## config.mk

```make
export PLATFORM = sky130hd
export DESIGN_NAME = minmax_share_ctrl_flat
export DESIGN_NICKNAME = d
export VERILOG_FILES = /design/src/rtl/minmax_share_ctrl_if.sv /design/src/rtl/minmax_share_ctrl.sv /design/src/flat_wrapper.sv
export SDC_FILE = /design/constraint.sdc
export NUM_CORES = 1
export LEC_CHECK = 0
export BUFFER_PORTS_ARGS = -buffer_cell sky130_fd_sc_hd__buf_2
export CORE_MARGIN = 5
export CORE_UTILIZATION = 25
export CTS_CLUSTER_SIZE = 40
export DETAILED_ROUTE_END_ITERATION = 12
export HOLD_SLACK_MARGIN = 0.12
export PLACE_DENSITY = 0.56
export RECOVER_POWER = 100
export SYNTH_ARGS = -nofsm -noshare
export SYNTH_HDL_FRONTEND = slang
export SYNTH_SLANG_ARGS = --single-unit
```

## constraint.sdc

```tcl
create_clock -name clk -period 2.3 [get_ports clk]
set_input_delay 0.46 -clock clk [delete_from_list [all_inputs] [get_ports clk]]
set_output_delay 0.46 -clock clk [all_outputs]
set_load 0.1 [all_outputs]
```

## src/rtl/minmax_share_ctrl_if.sv

```systemverilog
// Requester, finder and result signals of the shared min/max controller.
// master = controller side, slave = requesters/finder/consumer side.
interface minmax_share_ctrl_if #(
  parameter int unsigned N_REQ = 4,
  parameter int unsigned W     = 3,
  parameter int unsigned IDW   = $clog2(N_REQ)
);
  logic [N_REQ-1:0]   req;
  logic [N_REQ*W-1:0] x_bus;
  logic [N_REQ*W-1:0] y_bus;
  logic [N_REQ*W-1:0] z_bus;
  logic [N_REQ-1:0]   gnt;
  logic               f_start;
  logic [W-1:0]       f_xin;
  logic [W-1:0]       f_yin;
  logic [W-1:0]       f_zin;
  logic               f_ack;
  logic               f_done;
  logic [W-1:0]       f_max;
  logic [W-1:0]       f_min;
  logic               res_valid;
  logic               res_ready;
  logic [IDW-1:0]     res_id;
  logic [W-1:0]       res_max;
  logic [W-1:0]       res_min;
  logic               busy;

  modport master (
    input  req, x_bus, y_bus, z_bus, f_done, f_max, f_min, res_ready,
    output gnt, f_start, f_xin, f_yin, f_zin, f_ack,
           res_valid, res_id, res_max, res_min, busy
  );

  modport slave (
    output req, x_bus, y_bus, z_bus, f_done, f_max, f_min, res_ready,
    input  gnt, f_start, f_xin, f_yin, f_zin, f_ack,
           res_valid, res_id, res_max, res_min, busy
  );
endinterface

```

## src/rtl/minmax_share_ctrl.sv

```systemverilog
// Round-robin arbiter sharing one min/max finder between N_REQ requesters,
// returning tagged results through a valid/ready output register.
module minmax_share_ctrl #(
  parameter int unsigned N_REQ = 4,
  parameter int unsigned W     = 3,
  parameter int unsigned IDW   = $clog2(N_REQ)
) (
  input logic                clk,
  input logic                reset,
  minmax_share_ctrl_if.master bus
);

  typedef enum logic [1:0] {IDLE, ISSUE, WAIT, ACK} state_t;

  state_t           state;
  logic [IDW-1:0]   ptr;
  logic [IDW-1:0]   cur_id;
  logic [W-1:0]     op_x, op_y, op_z;
  logic [N_REQ-1:0] gnt_q;
  logic             start_q, ack_q, busy_q;
  logic             res_valid_q;
  logic [IDW-1:0]   res_id_q;
  logic [W-1:0]     res_max_q, res_min_q;

  logic [IDW-1:0]   win_id;
  logic             win_found;
  logic [W-1:0]     win_x, win_y, win_z;
  logic             slot_free;

  // Round-robin search starting one past the last winner.
  always_comb begin
    int unsigned idx;
    win_id    = '0;
    win_found = 1'b0;
    idx       = 0;
    for (int unsigned k = 1; k <= N_REQ; k++) begin
      idx = (32'(ptr) + k) % N_REQ;
      if (!win_found && bus.req[IDW'(idx)]) begin
        win_found = 1'b1;
        win_id    = IDW'(idx);
      end
    end
  end

  assign win_x     = W'(bus.x_bus >> (32'(win_id) * W));
  assign win_y     = W'(bus.y_bus >> (32'(win_id) * W));
  assign win_z     = W'(bus.z_bus >> (32'(win_id) * W));
  assign slot_free = !res_valid_q || bus.res_ready;

  always_ff @(posedge clk or posedge reset) begin
    if (reset) begin
      state       <= IDLE;
      ptr         <= IDW'(N_REQ - 1);
      cur_id      <= '0;
      op_x        <= '0;
      op_y        <= '0;
      op_z        <= '0;
      gnt_q       <= '0;
      start_q     <= 1'b0;
      ack_q       <= 1'b0;
      busy_q      <= 1'b0;
      res_valid_q <= 1'b0;
      res_id_q    <= '0;
      res_max_q   <= '0;
      res_min_q   <= '0;
    end else begin
      gnt_q   <= '0;
      start_q <= 1'b0;
      ack_q   <= 1'b0;
      // Consumer drain; a capture further down on the same edge overrides it.
      if (res_valid_q && bus.res_ready) res_valid_q <= 1'b0;
      case (state)
        IDLE: begin
          if (win_found) begin
            op_x    <= win_x;
            op_y    <= win_y;
            op_z    <= win_z;
            cur_id  <= win_id;
            ptr     <= win_id;
            gnt_q   <= N_REQ'(1) << win_id;
            start_q <= 1'b1;
            busy_q  <= 1'b1;
            state   <= ISSUE;
          end
        end
        ISSUE: state <= WAIT;
        WAIT: begin
          // Finder keeps Done high, so stalling here loses nothing.
          if (bus.f_done && slot_free) begin
            res_valid_q <= 1'b1;
            res_id_q    <= cur_id;
            res_max_q   <= bus.f_max;
            res_min_q   <= bus.f_min;
            ack_q       <= 1'b1;
            state       <= ACK;
          end
        end
        ACK: begin
          busy_q <= 1'b0;
          state  <= IDLE;
        end
        default: state <= IDLE;
      endcase
    end
  end

  assign bus.gnt       = gnt_q;
  assign bus.f_start   = start_q;
  assign bus.f_ack     = ack_q;
  assign bus.f_xin     = op_x;
  assign bus.f_yin     = op_y;
  assign bus.f_zin     = op_z;
  assign bus.busy      = busy_q;
  assign bus.res_valid = res_valid_q;
  assign bus.res_id    = res_id_q;
  assign bus.res_max   = res_max_q;
  assign bus.res_min   = res_min_q;

endmodule

```

## src/flat_wrapper.sv

```systemverilog
// flat-port wrapper written by rule: the top's interface ports become plain ports
module minmax_share_ctrl_flat 
#(
  parameter int unsigned N_REQ = 4,
  parameter int unsigned W     = 3,
  parameter int unsigned IDW   = $clog2(N_REQ)
)
  (clk, reset, bus_req, bus_x_bus, bus_y_bus, bus_z_bus, bus_f_done, bus_f_max, bus_f_min, bus_res_ready, bus_gnt, bus_f_start, bus_f_xin, bus_f_yin, bus_f_zin, bus_f_ack, bus_res_valid, bus_res_id, bus_res_max, bus_res_min, bus_busy);
  minmax_share_ctrl_if #(.N_REQ(N_REQ), .W(W), .IDW(IDW)) bus_i ();
  input logic clk;
  input logic reset;
  input wire logic [$bits(bus_i.req)-1:0] bus_req;
  input wire logic [$bits(bus_i.x_bus)-1:0] bus_x_bus;
  input wire logic [$bits(bus_i.y_bus)-1:0] bus_y_bus;
  input wire logic [$bits(bus_i.z_bus)-1:0] bus_z_bus;
  input wire logic [$bits(bus_i.f_done)-1:0] bus_f_done;
  input wire logic [$bits(bus_i.f_max)-1:0] bus_f_max;
  input wire logic [$bits(bus_i.f_min)-1:0] bus_f_min;
  input wire logic [$bits(bus_i.res_ready)-1:0] bus_res_ready;
  output wire logic [$bits(bus_i.gnt)-1:0] bus_gnt;
  output wire logic [$bits(bus_i.f_start)-1:0] bus_f_start;
  output wire logic [$bits(bus_i.f_xin)-1:0] bus_f_xin;
  output wire logic [$bits(bus_i.f_yin)-1:0] bus_f_yin;
  output wire logic [$bits(bus_i.f_zin)-1:0] bus_f_zin;
  output wire logic [$bits(bus_i.f_ack)-1:0] bus_f_ack;
  output wire logic [$bits(bus_i.res_valid)-1:0] bus_res_valid;
  output wire logic [$bits(bus_i.res_id)-1:0] bus_res_id;
  output wire logic [$bits(bus_i.res_max)-1:0] bus_res_max;
  output wire logic [$bits(bus_i.res_min)-1:0] bus_res_min;
  output wire logic [$bits(bus_i.busy)-1:0] bus_busy;
  assign bus_i.req = bus_req;
  assign bus_i.x_bus = bus_x_bus;
  assign bus_i.y_bus = bus_y_bus;
  assign bus_i.z_bus = bus_z_bus;
  assign bus_i.f_done = bus_f_done;
  assign bus_i.f_max = bus_f_max;
  assign bus_i.f_min = bus_f_min;
  assign bus_i.res_ready = bus_res_ready;
  assign bus_gnt = bus_i.gnt;
  assign bus_f_start = bus_i.f_start;
  assign bus_f_xin = bus_i.f_xin;
  assign bus_f_yin = bus_i.f_yin;
  assign bus_f_zin = bus_i.f_zin;
  assign bus_f_ack = bus_i.f_ack;
  assign bus_res_valid = bus_i.res_valid;
  assign bus_res_id = bus_i.res_id;
  assign bus_res_max = bus_i.res_max;
  assign bus_res_min = bus_i.res_min;
  assign bus_busy = bus_i.busy;
  minmax_share_ctrl #(.N_REQ(N_REQ), .W(W), .IDW(IDW)) u_core (.clk(clk), .reset(reset), .bus(bus_i));
endmodule
```

Yosys cells after proc, flatten, opt, wreduce, memory -nomap -nowiden
Cells that the tools add are included.
Widths: inputs -> output; s select.
- register bits: 31
- output and inout port bits: 25
- word-level logic and storage cells: 78
- add/subtract/negate cells: 4
- multipliers: 1
- magnitude comparators: 4
- equal/unequal tests: 5
- shift operators: 4
- mux-type cells: 30
- reduce and logical (&&, ||, !) cells: 16
- operators by type and width (operator ; count):
    $shr 12x4->3 ; 3
    $mux 1 ; 16
    $lt 2x3->1 const B ; 4
    $mux 2 ; 6
    $bmux 1 s2 ; 4
    $mux 4 ; 2
    $pmux 2 s4 ; 1
    $reduce_and 2->1 ; 4
    $logic_and 1x1->1 ; 5
    $add 2x1->2 const B ; 2
    $add 2x2->2 const B ; 2
    $eq 2x2->1 const B ; 2
    $logic_not 1->1 ; 4
    $mul 2x2->4 const B ; 1
    $ne 2x1->1 const B ; 2
    $shl 1x2->4 const A ; 1
    $eq 2x1->1 const B ; 1
    $logic_not 2->1 ; 1
    $pmux 1 s2 ; 1
    $reduce_bool 2->1 ; 1
    $logic_or 1x1->1 ; 1

Depth between registers and ports, before layout
- depth after elaboration: 16
- depth in mapped cells: 7
- depth with buffers taken out: 6

Worst setup path before layout
OpenSTA, ideal clock, no wires.
- path kind: reg-to-reg
- start point: register u_core.res_valid_q (netlist: u_core.bus.res_valid)
- end point: register u_core.res_id_q[0] (netlist: u_core.bus.res_id[0])
- arrival: 1.757 ns
- setup slack: 0.417 ns
- cell stages (with the launch flop): 4
- path through: dfrtp_1 > nand2b_1 > nand3_1 > mux2_2
- word-level cells in the longest chain between the ends: 4
- RTL lines (item ; RTL line ; source):
    start, declared ; minmax_share_ctrl.sv:21 ; logic res_valid_q;
    start signal, assigned ; minmax_share_ctrl.sv:62 ; res_valid_q <= 1'b0;
    start signal, assigned ; minmax_share_ctrl.sv:71 ; if (res_valid_q && bus.res_ready) res_valid_q <= 1'b0;
    start signal, assigned ; minmax_share_ctrl.sv:90 ; res_valid_q <= 1'b1;
    $logic_not 1->1 ; minmax_share_ctrl.sv:48 ; assign slot_free = !res_valid_q || bus.res_ready;
    $logic_or 1x1->1 ; minmax_share_ctrl.sv:48 ;
    $logic_and 1x1->1 ; minmax_share_ctrl.sv:89 ; if (bus.f_done && slot_free) begin
    $reduce_and 2->1 (no source line) ; - ;
    end signal, assigned ; minmax_share_ctrl.sv:91 ; res_id_q <= cur_id;
    end, declared ; minmax_share_ctrl.sv:22 ; logic [IDW-1:0] res_id_q;
No other way between the ends.
A chain may end at the register's enable or synchronous reset.

Worst setup path in the final report
- start point: register u_core.op_z[2] (netlist: u_core.bus.f_zin[2])
- end point: output port bus_f_zin[2]
- RTL lines (item ; RTL line ; source):
    start, declared ; minmax_share_ctrl.sv:18 ; logic [W-1:0] op_x, op_y, op_z;
    start signal, assigned ; minmax_share_ctrl.sv:77 ; op_z <= win_z;
    end, declared ; flat_wrapper.sv:24 ; output wire logic [$bits(bus_i.f_zin)-1:0] bus_f_zin;
No word-level cell between the ends.

==> results by group <==
Status
  – Outcome: finished clean

Detailed routing
  – Via Count: 1348
  – WL/cell: 14.8 um
  – DRC violation total after the first TritonRoute iteration: 74
  – Vias per cell: 4.48
  – Final antenna-violating net count: 0
  – DRC: 0
  – Drt pass-1 iters: 3
  – Final WL: 4450 um

Yosys
  – Post-synth top area cell: dfrtp_1
  – Warning count from the yosys run: 0
  – Cells after Synth: 143
  – FF+latch count, synth: 31
  – Syn Nets: 197
  – Mean Syn Cell Area: 11.7 um2
  – Post-synth top cells: dfrtp_1, a211oi_2, nor2_1, mux2i_1, nand2_1
  – Distinct cells, synth: 39
  – Post-synthesis sequential area ratio: 46.7%
  – Synth top area share: 43.5%
  – Synth async-reset ratio: 100%
  – Synth top area cells: dfrtp_1, a211oi_2, mux2i_1
  – Synth Flop Type: dfrtp_1
  – Number of synthesized flops with an enable pin: 0
  – Count leader, synth: dfrtp_1
  – Synthesized area: 0.00167 mm2

Worst setup path
  – WP data arrival: 1.54 ns
  – CP bufs+invs: 1
  – Worst setup SP type: flip-flop
  – Beginning of the worst register-to-register path: u_core.ptr[1]
  – CP Launch Point: u_core.bus.f_zin[2]
  – Crit path cell chain: clkbuf_1
  – Largest stage delay on the critical path: 0.90 ns
  – CP delay by family, top: buffers and inverters
  – Critical path required time: 1.84 ns
  – Slowest CP cell: clkbuf_1
  – Crit path capture type: primary output
  – Crit path max fanout: 2
  – Crit Path Category: flip-flop to primary output
  – Reg2reg setup slack: 0.30 ns

Global route
  – First-pass GRT wire length: 7460 um
  – Initial antenna violation count: 0
  – Combined global-route utilization of all metal layers: 11.2%
  – Grt ovf: 0
  – Vias in the first global route: 1484
  – Largest net degree at the start of global routing: 32

Flow run
  – Max_cap viols: 0

STA
  – Max-slew violations: 0
  – Final Hold Viols: 0
  – Max-slew headroom: 19.0%
  – Final Setup Violations: 0
  – Final worst-path cycle share: 87.0%
  – Fin Setup TNS: 0 ns
  – Fin crit period: 2.00 ns
  – Peak Freq: 500 MHz
  – Final Skew: 0.00927 ns
  – Final worst slack: 0.299 ns
  – Worst Tran Pin Value: 1.22 ns
  – Unrepaired setup endpoints after global routing: false

Clock tree
  – Clock buffer depth: 2
  – CTS tree: yes
  – Htree depth: 2
  – CTS sink count: 31
  – TritonCTS buffer count: 5
  – Clock Pin Slew Worst Setup and Hold Paths: 0.07 ns
  – Postcts setup bufs: 0
  – Clk_lat worst skew: 0.28 ns
  – Cts repair resizes: 0
  – Root buffer cell: clkbuf_8
  – CTS Hold Bufs: 0

Place
  – GP Congestion: 0.739
  – Hpwl dp: 3440 um
  – Buffers on Ports: 74
  – Pre-CTS setup slack: 0.331 ns

Final layout
  – Antenna diodes: 0
  – Final-layout fill cell count: 682
  – NumNets Final: 277
  – Synth-to-layout area growth: 30.0%
  – Fraction of layout cells with a size suffix above 1: 38.4%

Floorplanning
  – DIE HEIGHT: 91.6 um
  – Die Footprint: 0.00840 mm2
  – Die W: 91.6 um
  – IO Count: 75
  – Initial Util: 25.9%
  – FP Rows: 29
  – Core area: 0.00642 mm2

Worst hold path
  – HP Class: input pin to flip-flop
  – Hold Startpoint: bus_f_min[2]
[cell type report]
type                    count  area (um2)  share of cell area, %
multi-input cells          99         810                   37.4
flip-flops and latches     31         778                   35.9
repair buffers             78         367                   16.9
well taps                  77        96.3                   4.45
clock buffers               6        72.6                   3.35
inverters                   8        30.0                   1.39
clock inverters             2        12.5                  0.578
[per-stage QoR]
step / cells / util (%) / instance area [um2] / hold WS [ns]
global route: 301 / 33.7 / 2170 / 0.380
finish: 301 / 33.7 / 2170 / 0.383
CTS: 301 / 34.4 / 2210 / 0.263
global placement: 293 / 33.1 / 2120 / 0.477
detailed placement: 293 / 33.1 / 2120 / 0.485
floorplan: 143 / - / 1670 / 0.442
[registers in the layout, summed over array words and instances (netlist names)]
name,cells
u_core.bus.busy,1
u_core.bus.f_ack,1
u_core.bus.f_start,1
u_core.bus.f_xin,3
u_core.bus.f_yin,3
u_core.bus.f_zin,3
u_core.bus.gnt,4
u_core.bus.res_id,2
u_core.bus.res_max,3
u_core.bus.res_min,3
u_core.bus.res_valid,1
u_core.cur_id,2
u_core.ptr,2
u_core.state,2
[final timing paths]
kind	to	cells after the start
worst max-delay path	bus_f_zin[2]	1
worst min-delay path	u_core.bus.res_min[2]	2
worst max register to register	u_core.bus.f_zin[2]	6
worst min register to register	u_core.bus.res_min[2]	1
max in group asynchronous	u_core.bus.f_yin[1]	3
min in group asynchronous	u_core.bus.f_ack	3
[layout by cell type (no fill, tap or decap), drive strengths merged, types with 2 or more instances in the layout]
cell type  synthesis  routed
clkbuf             1      32
buf                4      52
nand2             10      10
a21oi              3       3
a211oi            18      18
nor3b              9       9
o21ai              3       3
nor3               2       2
dfrtp             29      29
nand3b             2       2
nor2              16      16
nand2b             2       2
mux2               8       8
mux2i             10      10
dfstp              2       2
ha                 4       4
inv                8       8
[per-layer routing]
layer  track usage (%)  vias up  part of all wire (%)
met5                 0        -                     0
met4              3.02        0                   1.2
met3              3.68        5                   6.0
met2              18.9       33                    49
met1              13.7      639                    44
li1                  -      671                     -
[cell families (layout without fill, tap and decap cells)]
| kind of cell | after synthesis | in the layout | share of synthesized area (%) |
|---|---|---|---|
| simple gates | 45 | 45 | 15.4 |
| compound gates | 32 | 32 | 19.4 |
| flops | 31 | 31 | 46.7 |
| mux | 18 | 18 | 11.4 |
| buf+inv | 13 | 94 | 4.13 |
| fa+ha+maj | 4 | 4 | 3.00 |
Power is not shown: default switching activity piles up to over one toggle a cycle in this logic, so the estimate is an artifact.
